--- src/rtl/bus_pkg.sv ---
// Shared definitions for the memory bus arbiter: address map, size and
// target encodings, FSM state type, exception codes and lane helpers.
package bus_pkg;

  // Address map (inclusive bounds)
  localparam logic [31:0] DM_LO = 32'h0000_0000;
  localparam logic [31:0] DM_HI = 32'h0000_2FFF;
  localparam logic [31:0] T0_LO = 32'h0000_7F00;
  localparam logic [31:0] T0_HI = 32'h0000_7F0B;
  localparam logic [31:0] T1_LO = 32'h0000_7F10;
  localparam logic [31:0] T1_HI = 32'h0000_7F1B;
  localparam logic [31:0] IG_LO = 32'h0000_7F20;
  localparam logic [31:0] IG_HI = 32'h0000_7F23;

  // Timer registers that refuse word stores
  localparam logic [31:0] T0_RO_ADDR = 32'h0000_7F08;
  localparam logic [31:0] T1_RO_ADDR = 32'h0000_7F18;

  typedef enum logic [1:0] {
    SIZE_WORD = 2'd0,
    SIZE_HALF = 2'd1,
    SIZE_BYTE = 2'd2
  } size_e;

  typedef enum logic [1:0] {
    TGT_DM     = 2'd0,
    TGT_TIMER0 = 2'd1,
    TGT_TIMER1 = 2'd2,
    TGT_IG     = 2'd3
  } tgt_sel_e;

  typedef enum logic [1:0] {
    ST_IDLE   = 2'd0,
    ST_ACCESS = 2'd1,
    ST_WAIT   = 2'd2,
    ST_RESP   = 2'd3
  } state_e;

  localparam logic [4:0] EXC_NONE  = 5'd0;
  localparam logic [4:0] EXC_LOAD  = 5'd4;
  localparam logic [4:0] EXC_STORE = 5'd5;

  function automatic logic in_range(input logic [31:0] addr,
                                    input logic [31:0] lo,
                                    input logic [31:0] hi);
    return (addr >= lo) && (addr <= hi);
  endfunction

  // Byte lanes touched by an access of the given size at the given offset
  function automatic logic [3:0] lane_byteen(input logic [1:0] size,
                                             input logic [1:0] addr_lo);
    case (size)
      SIZE_WORD: return 4'b1111;
      SIZE_HALF: return addr_lo[1] ? 4'b1100 : 4'b0011;
      SIZE_BYTE: return 4'b0001 << addr_lo;
      default:   return 4'b0000;
    endcase
  endfunction

  // Right-aligned store data copied onto every lane it could land in
  function automatic logic [31:0] lane_wdata(input logic [1:0]  size,
                                             input logic [31:0] wdata);
    case (size)
      SIZE_HALF: return {2{wdata[15:0]}};
      SIZE_BYTE: return {4{wdata[7:0]}};
      default:   return wdata;
    endcase
  endfunction

endpackage

--- src/rtl/addr_check.sv ---
// Legality check and target decode for one bus request.
// Purely combinational; the arbiter registers its results with the request.
module addr_check
  import bus_pkg::*;
(
  input  logic        we_i,
  input  logic [1:0]  size_i,
  input  logic [31:0] addr_i,
  output logic        legal_o,
  output logic [1:0]  sel_o
);

  logic in_dm, in_t0, in_t1, in_ig, in_any, ro_word;

  assign in_dm   = in_range(addr_i, DM_LO, DM_HI);
  assign in_t0   = in_range(addr_i, T0_LO, T0_HI);
  assign in_t1   = in_range(addr_i, T1_LO, T1_HI);
  assign in_ig   = in_range(addr_i, IG_LO, IG_HI);
  assign in_any  = in_dm | in_t0 | in_t1 | in_ig;
  assign ro_word = we_i && ((addr_i == T0_RO_ADDR) || (addr_i == T1_RO_ADDR));

  // Decode the target window and apply the per-size alignment/range rules
  always_comb begin
    // NOTE: every output gets a default first so no path can infer a latch.
    legal_o = 1'b0;
    sel_o   = TGT_DM;
    if (in_t0)      sel_o = TGT_TIMER0;
    else if (in_t1) sel_o = TGT_TIMER1;
    else if (in_ig) sel_o = TGT_IG;

    case (size_e'(size_i))
      SIZE_WORD: legal_o = (addr_i[1:0] == 2'b00) && in_any && !ro_word;
      SIZE_HALF: legal_o = !addr_i[0] && (in_dm || in_ig);
      SIZE_BYTE: legal_o = in_dm || in_ig;
      default:   legal_o = 1'b0;
    endcase
  end

endmodule

--- src/rtl/mem_bus_arbiter.sv ---
// Two-port memory bus arbiter: CPU M stage (port 0) and debug loader (port 1)
// share one target bus (DM, Timer0, Timer1, IG). Round-robin priority between
// simultaneous requests, programmable wait states, illegal accesses refused
// without touching the bus.
// Optional: define BUS_ERR_CNT_EN to add the saturating err_cnt output.
module mem_bus_arbiter
  import bus_pkg::*;
#(
  parameter int unsigned DM_WAIT  = 1,
  parameter int unsigned DEV_WAIT = 2
) (
  input  logic        clk,
  input  logic        reset,
  input  logic        p0_req,
  input  logic        p0_we,
  input  logic [1:0]  p0_size,
  input  logic [31:0] p0_addr,
  input  logic [31:0] p0_wdata,
  output logic        p0_ready,
  output logic [31:0] p0_rdata,
  output logic        p0_err,
  output logic [4:0]  p0_exc,
  input  logic        p1_req,
  input  logic        p1_we,
  input  logic [1:0]  p1_size,
  input  logic [31:0] p1_addr,
  input  logic [31:0] p1_wdata,
  output logic        p1_ready,
  output logic [31:0] p1_rdata,
  output logic        p1_err,
  output logic [4:0]  p1_exc,
  output logic [1:0]  tgt_sel,
  output logic        tgt_en,
  output logic        tgt_we,
  output logic [31:0] tgt_addr,
  output logic [3:0]  tgt_byteen,
  output logic [31:0] tgt_wdata,
  input  logic [31:0] tgt_rdata
`ifdef BUS_ERR_CNT_EN
  ,
  output logic [15:0] err_cnt
`endif
);

  localparam logic [3:0] DM_WAIT_C  = 4'(DM_WAIT);
  localparam logic [3:0] DEV_WAIT_C = 4'(DEV_WAIT);

  state_e      state_q;
  logic        gnt_q;      // port owning the current access
  logic        prio_q;     // port that wins a simultaneous request
  logic [3:0]  wait_q;     // remaining WAIT cycles after the current one

  logic        any_req, gnt_d;
  logic        req_we;
  logic [1:0]  req_size;
  logic [31:0] req_addr, req_wdata;
  logic        chk_legal;
  logic [1:0]  chk_sel;
  logic [3:0]  wait_len;

  logic        resp_fire, resp_port, resp_err;
  logic [4:0]  resp_exc;
  logic [31:0] resp_rdata;

  // Grant selection and the request fields that get latched in IDLE
  always_comb begin
    any_req   = p0_req | p1_req;
    gnt_d     = (p0_req && p1_req) ? prio_q : p1_req;
    req_we    = gnt_d ? p1_we    : p0_we;
    req_size  = gnt_d ? p1_size  : p0_size;
    req_addr  = gnt_d ? p1_addr  : p0_addr;
    req_wdata = gnt_d ? p1_wdata : p0_wdata;
  end

  // The check sits on the request as it is latched, so an illegal access can
  // go straight from IDLE to RESP without a bus cycle.
  addr_check u_addr_check (
    .we_i    (req_we),
    .size_i  (req_size),
    .addr_i  (req_addr),
    .legal_o (chk_legal),
    .sel_o   (chk_sel)
  );

  // Decide whether the coming edge enters RESP, and with what response
  always_comb begin
    wait_len   = (tgt_sel == TGT_DM) ? DM_WAIT_C : DEV_WAIT_C;
    resp_fire  = 1'b0;
    resp_port  = gnt_q;
    resp_err   = 1'b0;
    resp_exc   = EXC_NONE;
    resp_rdata = tgt_rdata;
    case (state_q)
      ST_IDLE: begin
        if (any_req && !chk_legal) begin
          resp_fire  = 1'b1;
          resp_port  = gnt_d;
          resp_err   = 1'b1;
          resp_exc   = req_we ? EXC_STORE : EXC_LOAD;
          resp_rdata = '0;
        end
      end
      ST_ACCESS: resp_fire = (wait_len == 4'd0);
      ST_WAIT:   resp_fire = (wait_q == 4'd0);
      default:   resp_fire = 1'b0;
    endcase
  end

  // Arbiter FSM with registered bus and response outputs
  always_ff @(posedge clk or posedge reset) begin
    if (reset) begin
      state_q    <= ST_IDLE;
      gnt_q      <= 1'b0;
      prio_q     <= 1'b0;
      wait_q     <= '0;
      tgt_sel    <= '0;
      tgt_en     <= 1'b0;
      tgt_we     <= 1'b0;
      tgt_addr   <= '0;
      tgt_byteen <= '0;
      tgt_wdata  <= '0;
      p0_ready   <= 1'b0;
      p0_rdata   <= '0;
      p0_err     <= 1'b0;
      p0_exc     <= '0;
      p1_ready   <= 1'b0;
      p1_rdata   <= '0;
      p1_err     <= 1'b0;
      p1_exc     <= '0;
`ifdef BUS_ERR_CNT_EN
      err_cnt    <= '0;
`endif
    end else begin
      // NOTE: non-blocking assignments so every register sees pre-edge values.
      tgt_en <= 1'b0;
      tgt_we <= 1'b0;

      case (state_q)
        ST_IDLE: begin
          if (any_req) begin
            gnt_q      <= gnt_d;
            tgt_addr   <= req_addr;
            tgt_sel    <= chk_sel;
            tgt_byteen <= lane_byteen(req_size, req_addr[1:0]);
            tgt_wdata  <= lane_wdata(req_size, req_wdata);
            if (chk_legal) begin
              state_q <= ST_ACCESS;
              tgt_en  <= 1'b1;
              tgt_we  <= req_we;
            end else begin
              state_q <= ST_RESP;
            end
          end
        end
        ST_ACCESS: begin
          if (wait_len == 4'd0) begin
            state_q <= ST_RESP;
          end else begin
            wait_q  <= wait_len - 4'd1;
            state_q <= ST_WAIT;
          end
        end
        ST_WAIT: begin
          if (wait_q == 4'd0) state_q <= ST_RESP;
          else                wait_q  <= wait_q - 4'd1;
        end
        ST_RESP: begin
          state_q <= ST_IDLE;
          prio_q  <= ~gnt_q;
        end
        default: state_q <= ST_IDLE;
      endcase

      // Response registers are non-zero only during RESP, on the granted port
      p0_ready <= resp_fire && !resp_port;
      p0_rdata <= (resp_fire && !resp_port) ? resp_rdata : '0;
      p0_err   <= resp_fire && !resp_port && resp_err;
      p0_exc   <= (resp_fire && !resp_port) ? resp_exc : EXC_NONE;
      p1_ready <= resp_fire && resp_port;
      p1_rdata <= (resp_fire && resp_port) ? resp_rdata : '0;
      p1_err   <= resp_fire && resp_port && resp_err;
      p1_exc   <= (resp_fire && resp_port) ? resp_exc : EXC_NONE;

`ifdef BUS_ERR_CNT_EN
      if (resp_fire && resp_err && (err_cnt != 16'hFFFF)) err_cnt <= err_cnt + 16'd1;
`endif
    end
  end

endmodule

--- config.mk ---
export PLATFORM = sky130hd
export DESIGN_NAME = mem_bus_arbiter
export DESIGN_NICKNAME = d
export VERILOG_FILES = /design/src/rtl/bus_pkg.sv /design/src/rtl/addr_check.sv /design/src/rtl/mem_bus_arbiter.sv
export SDC_FILE = /design/constraint.sdc
export NUM_CORES = 1
export LEC_CHECK = 0
export BUFFER_PORTS_ARGS = -buffer_cell sky130_fd_sc_hd__buf_2
export CORE_MARGIN = 2
export CORE_UTILIZATION = 48
export CTS_CLUSTER_SIZE = 8
export DETAILED_ROUTE_END_ITERATION = 8
export PLACE_DENSITY_LB_ADDON = 0.12
export SLEW_MARGIN = 20
export SYNTH_ARGS = -nofsm -noshare
export SYNTH_HDL_FRONTEND = slang
export SYNTH_SLANG_ARGS = --single-unit
--- constraint.sdc ---
create_clock -name clk -period 5.95 [get_ports clk]
set_clock_uncertainty 0.1 [all_clocks]
set_input_delay 0.8925 -clock clk [delete_from_list [all_inputs] [get_ports clk]]
set_output_delay 0.8925 -clock clk [all_outputs]
set_load 0.02 [all_outputs]
== Word-level counts from Yosys, hierarchy flattened ==
Cells that the tools add are included.

* Register bits after elaboration: 158
* Input port bits: 170
* Word-level logic and storage cells: 116

* $add $sub $neg: 2
* Order comparisons: 8
* Equal/unequal tests: 11
* Shift operators: 1
* Muxes and demuxes: 41
* Bitwise logic cells: 5
* Reductions and logical operators: 30

{| class="wikitable"
|+ Operator list
! kind !! count
|-
| $mux W32 || 6
|-
| $ge A32 B15 Y1 const B || 3
|-
| $le A32 B15 Y1 const B || 3
|-
| $eq A32 B15 Y1 const B || 2
|-
| $pmux W32 S2 || 1
|-
| $ge A32 B1 Y1 const B || 1
|-
| $le A32 B14 Y1 const B || 1
|-
| $mux W2 || 8
|-
| $logic_and A1 B1 Y1 || 14
|-
| $mux W1 || 14
|-
| $mux W4 || 3
|-
| $pmux W4 S3 || 1
|-
| $mux W5 || 2
|-
| $logic_not A2 Y1 || 4
|-
| $logic_not A4 Y1 || 2
|-
| $ne A2 B2 Y1 const B || 4
|-
| $pmux W2 S4 || 1
|-
| $pmux W4 S2 || 1
|-
| $eq A2 B2 Y1 const B || 3
|-
| $mux W3 || 2
|-
| $pmux W1 S3 || 2
|-
| $eq A2 B1 Y1 const B || 2
|-
| $logic_not A1 Y1 || 4
|-
| $or A1 B1 Y1 || 4
|-
| 8 further kinds || 10
|}

== Depth between registers and ports, before layout ==
* Word-level depth: 18
* Depth in mapped cells: 17

== Cells and area by module ==
From an unflattened synthesis, not the netlist that was laid out.

* Cells, all modules: 646
* Area, all modules: 7235.7 um^2

{| class="wikitable"
|+ Modules (own cells, without submodules)
! module !! instances !! cells an instance !! area an instance (um^2)
|-
| mem_bus_arbiter || 1 || 611 || 6989.2
|-
| addr_check || 1 || 35 || 246.5
|}

== Least setup slack after synthesis ==
Ideal clock, no wire load.

* Path type: input to register
* Start: input port p0_req
* End: register p1_rdata[10]
* Arrival time: 3.838 ns
* Data required time: 5.705 ns
* Path slack: 1.867 ns
* Cell stages on the path: 16
* Buffers on the path: 6
* Cells stage by stage: nand2b_1 > buf_4 > nand2_2 > buf_2 > clkbuf_1 > buf_2 > mux2i_1 > inv_1 > ha_1 > a311o_1 > o211ai_1 > a211oi_2 > o31ai_4 > buf_6 > buf_6 > nor3_2

* Longest elaborated chain between the ends: 17
* Elaborated cells between the ends (all ways): 46
* Those cells by class: order compare: 8; eq/ne: 4; mux: 12; bitwise: 4; reduce/logical: 18

{| class="wikitable"
|+ Ends and longest elaborated chain
! item !! line !! text
|-
| start: declaration || mem_bus_arbiter.sv:14 || <nowiki>input logic p0_req,</nowiki>
|-
| $logic_and A1 B1 Y1 || mem_bus_arbiter.sv:68 || <nowiki>gnt_d = (p0_req && p1_req) ? prio_q : p1_req;</nowiki>
|-
| $mux W1 || mem_bus_arbiter.sv:68 ||
|-
| $mux W32 || mem_bus_arbiter.sv:71 || <nowiki>req_addr = gnt_d ? p1_addr : p0_addr;</nowiki>
|-
| $ge A32 B1 Y1, or another cell as far along || bus_pkg.sv:46 || <nowiki>return (addr >= lo) && (addr <= hi);</nowiki>
|-
| $logic_and A1 B1 Y1 || bus_pkg.sv:46 ||
|-
| $or A1 B1 Y1 (3 in a row) || addr_check.sv:19 || <nowiki>assign in_any = in_dm | in_t0 | in_t1 | in_ig;</nowiki>
|-
| $logic_and A1 B1 Y1 (2 in a row) || addr_check.sv:32 || <nowiki>SIZE_WORD: legal_o = (addr_i[1:0] == 2'b00) && in_any && !ro_word;</nowiki>
|-
| $pmux W1 S3 || addr_check.sv:31 || <nowiki>case (size_e'(size_i))</nowiki>
|-
| $logic_not A1 Y1 || mem_bus_arbiter.sv:95 || <nowiki>if (any_req && !chk_legal) begin</nowiki>
|-
| $logic_and A1 B1 Y1 || mem_bus_arbiter.sv:95 ||
|-
| $mux W1 || mem_bus_arbiter.sv:95 ||
|-
| $pmux W1 S3 / $mux W1 (equally long branches) || mem_bus_arbiter.sv:93 || <nowiki>case (state_q)</nowiki>
|-
| $logic_and A1 B1 Y1 || mem_bus_arbiter.sv:180 || <nowiki>p1_rdata <= (resp_fire && resp_port) ? resp_rdata : '0;</nowiki>
|-
| $mux W32 * || mem_bus_arbiter.sv:180 ||
|-
| end signal: assignment || mem_bus_arbiter.sv:180 ||
|-
| end: declaration || mem_bus_arbiter.sv:29 || <nowiki>output logic [31:0] p1_rdata,</nowiki>
|}

Every way passes the cells marked *; elsewhere a longest branch is shown, timed or not.
A chain may end at the register's enable or synchronous reset.

== Worst setup path after layout ==
* Start: input port p0_req
* End: register p0_rdata[5]

* Longest elaborated chain between the ends: 18
* Elaborated cells between the ends (all ways): 47
* Those cells by class: order compare: 8; eq/ne: 4; mux: 12; bitwise: 4; reduce/logical: 19

{| class="wikitable"
|+ Ends and longest elaborated chain
! item !! line !! text
|-
| $logic_and A1 B1 Y1 || mem_bus_arbiter.sv:68 ||
|-
| $mux W1 || mem_bus_arbiter.sv:68 ||
|-
| $mux W32 || mem_bus_arbiter.sv:71 ||
|-
| $ge A32 B1 Y1, or another cell as far along || bus_pkg.sv:46 ||
|-
| $logic_and A1 B1 Y1 || bus_pkg.sv:46 ||
|-
| $or A1 B1 Y1 (3 in a row) || addr_check.sv:19 ||
|-
| $logic_and A1 B1 Y1 (2 in a row) || addr_check.sv:32 ||
|-
| $pmux W1 S3 || addr_check.sv:31 ||
|-
| $logic_not A1 Y1 || mem_bus_arbiter.sv:95 ||
|-
| $logic_and A1 B1 Y1 || mem_bus_arbiter.sv:95 ||
|-
| $mux W1 || mem_bus_arbiter.sv:95 ||
|-
| $mux W1 || mem_bus_arbiter.sv:93 ||
|-
| $logic_not A1 Y1 || mem_bus_arbiter.sv:176 || <nowiki>p0_rdata <= (resp_fire && !resp_port) ? resp_rdata : '0;</nowiki>
|-
| $logic_and A1 B1 Y1 || mem_bus_arbiter.sv:176 ||
|-
| $mux W32 * || mem_bus_arbiter.sv:176 ||
|-
| end signal: assignment || mem_bus_arbiter.sv:176 ||
|-
| end: declaration || mem_bus_arbiter.sv:20 || <nowiki>output logic [31:0] p0_rdata,</nowiki>
|}

Marked as above.

==> results.cfg <==
[clocking]
worstSkewPairLatency_ns = 0.42
cts_inserted_buffers = 17
h-tree-depth = 4
cts_root_buf = clkbuf_16
postCtsHoldBufs = 0
cts.sinks = 150
clkTransAtPathRegs_ns = 0.07
post_cts_buffers = 0
clock_path_buffers = 2
cts_resized = 0
cts_tree = done

[global_route]
grt_start_max_net_pins = 98
grt_pass1_vias = 6065
grt.total_usage_pct = 24.6
grt_pass1_wl_mm = 31.8
grt-ovfl-total = 0
antenna_found_initial = 0

[routing]
drt-initial-drc-count = 562
viasPerCell = 5.29
drc = 0
wl_per_cell_microns = 16.5
firstDrtPassIters = 6
drtAntennaViolNets = 0
dr_total_vias = 6536
wl_mm = 20.4

[floorplan]
num_io_pins = 320
num_rows = 45
start_util_pct = 49.0
die_x_microns = 128
dieArea_sq_mm = 0.0165
fp.dieH_microns = 128
core_area_sq_mm = 0.0151

[sta]
fmax_mhz = 236
tns_ns = 0
rsz0062_at_grt = no
hold_viol_final = 0
period_needed_ns = 4.23
finalMaxSlewViolations = 0
fin_crit_sh_pct = 71.2
worst_pin_slew_ns = 0.882
slew_headroom_pct = 41.2
setup_violations = 0

[synth]
syn-cell-area_sq_mm = 0.00742
ys_types = 61
synthCells = 744
synth_top_area_cell = dfrtp_1
synth-warning-count = 0
ys_seq_area_share_pct = 50.6
synthArstFlopShare_pct = 100
synth-edff-count = 0
syn_avg_cell_area_sq_um = 9.98
synth_top_area_share_pct = 50.6
synth_flop_cell = dfrtp_1
yosys-top-cells-area = dfrtp_1 51%, mux2i_1 6.5%, nor3_2 5.4%
ys_ff_latch = 150

[placement]
dpl_cell_area_sq_mm = 0.00905
gp_congestion = 0.928
post-dp-hpwl_mm = 15.0
dp.cells = 1202
io_buffers = 313

[final_layout]
layoutNonFillerInstCount = 1235
fin_util_pct = 63.9
fin_nets = 1214
layout_common_cells = 313 x buf_2, 150 x dfrtp_1, 98 x nand2_1
drive_above_1_share_pct = 39.0
stdcell_area_sq_mm = 0.00967
final_common_cell = buf_2
syn_to_final_growth_pct = 30.3

[critical_path]
start_kind = input port
cp.required_ns = 6.14
crit_start = p0_req
r2r_slack_ns = 1.83
crit_family = compound AO/OA/AOI/OAI gates
cp_slowest_cell = o31ai_4
critPathMaxStageDelay_ns = 0.67
worstSetupPathType = in -> reg
critical_path_buf_inv_count = 3
crit_fanout = 55
r2r_start = prio_q
arrival_ns = 4.42
cp-end-kind = flop
path_cells = buf_2 -> nand2b_1 -> nand2_4 -> buf_4 -> mux2_2 -> a2111oi_2 -> a211oi_2 -> o31ai_4 -> buf_12 -> nor3_1

[outcome]
status = finished clean

[pwr]
p_leak_nw = 5.16
p_per_area_mw_per_mm2 = 449
peakVddDrop_v = 0.000260

[hold_path]
holdCritStartpoint = tgt_addr[14]
hold_path.class = reg -> reg

[flow_run]
maxCapViolCount = 0
cell type report:
type / count / area, sq um
Inverter: 50 / 193
Clock buffer: 18 / 439
Timing Repair Buffer: 321 / 1640
Clock inverter: 14 / 181
Antenna cell: 1 / 2.50
Tap cell: 188 / 235
Fill cell: 1300 / 5470
Multi-Input combinational cell: 493 / 3230
Sequential cell: 150 / 3750
tightest hold or removal path, cell delays in order (launching register included):
cell,delay [ns]
dfrtp_1,0.34
nand2_1,0.04
o21ai_0,0.06
state kept, by name, summed over array words and instances (netlist names), 2 cells and up:
name / flops
state_q: 2
wait_q: 4
tgt_sel: 2
p1_exc: 2
tgt_addr: 32
p0_rdata: 32
tgt_wdata: 32
tgt_byteen: 4
p1_rdata: 32
logic make-up after synthesis:
family | count (synthesis) | share of synthesized area [%]
buffers and inverters | 106 | 6.45
AOI/OAI and AO/OA | 163 | 14.4
muxes | 50 | 6.77
other | 1 | 0.0505
DFF | 150 | 50.6
and+or+nand+nor | 263 | 19.9
adders and majority gates | 11 | 1.85
power by group:
group / internal (mW) / leakage, nW / switching, mW
Combinational: 0.555 / 2.88 / 1.19
Sequential: 1.33 / 1.98 / 0.143
Clock: 0.683 / 0.309 / 0.450
per-stage QoR:
stage	setup slack (ns)	power [mW]	hold WS (ns)
3_3_place_gp	1.38	3.22	0.355
4_1_cts	1.74	4.38	0.379
3_5_place_dp	1.30	3.24	0.362
6_report	1.72	4.35	0.374
2_1_floorplan	0.921	2.68	0.370
5_1_grt	1.55	4.60	0.393
synth_stat cells (all sizes together), types with 3 or more instances:
cell type	n
mux2i	48
nand2	99
nor3b	3
nor3	77
o2111ai	3
a22o	5
and2	4
buf	28
nand4	5
a21o	9
nand4b	4
nor2	19
clkbuf	28
nand3b	4
o22a	8
a311oi	8
o211ai	4
o31ai	3
dfrtp	150
nand3	12
inv	50
a21oi	25
ha	11
nor2b	18
o21ai	76
nor4	7
metal layers:
layer / GRT usage, % / vias to the layer above / wire length (microns)
met5: 0 / - / 0
met4: 6.59 / 0 / 259
met3: 6.15 / 28 / 1570
met2: 40.5 / 288 / 9960
met1: 32.8 / 3062 / 8640
li1: - / 3158 / -
path summary, 6_finish.rpt:
| check | end | cells past startpoint |
|---|---|---|
| max | p0_rdata[5] | 10 |
| min | tgt_addr[14] | 2 |
| max reg2reg | p0_rdata[5] | 9 |
| min reg2reg | tgt_addr[14] | 2 |
| max in group asynchronous | tgt_byteen[1] | 3 |
| min in group asynchronous | p0_rdata[10] | 2 |
Note: power is estimated with default switching activity, not from simulation.
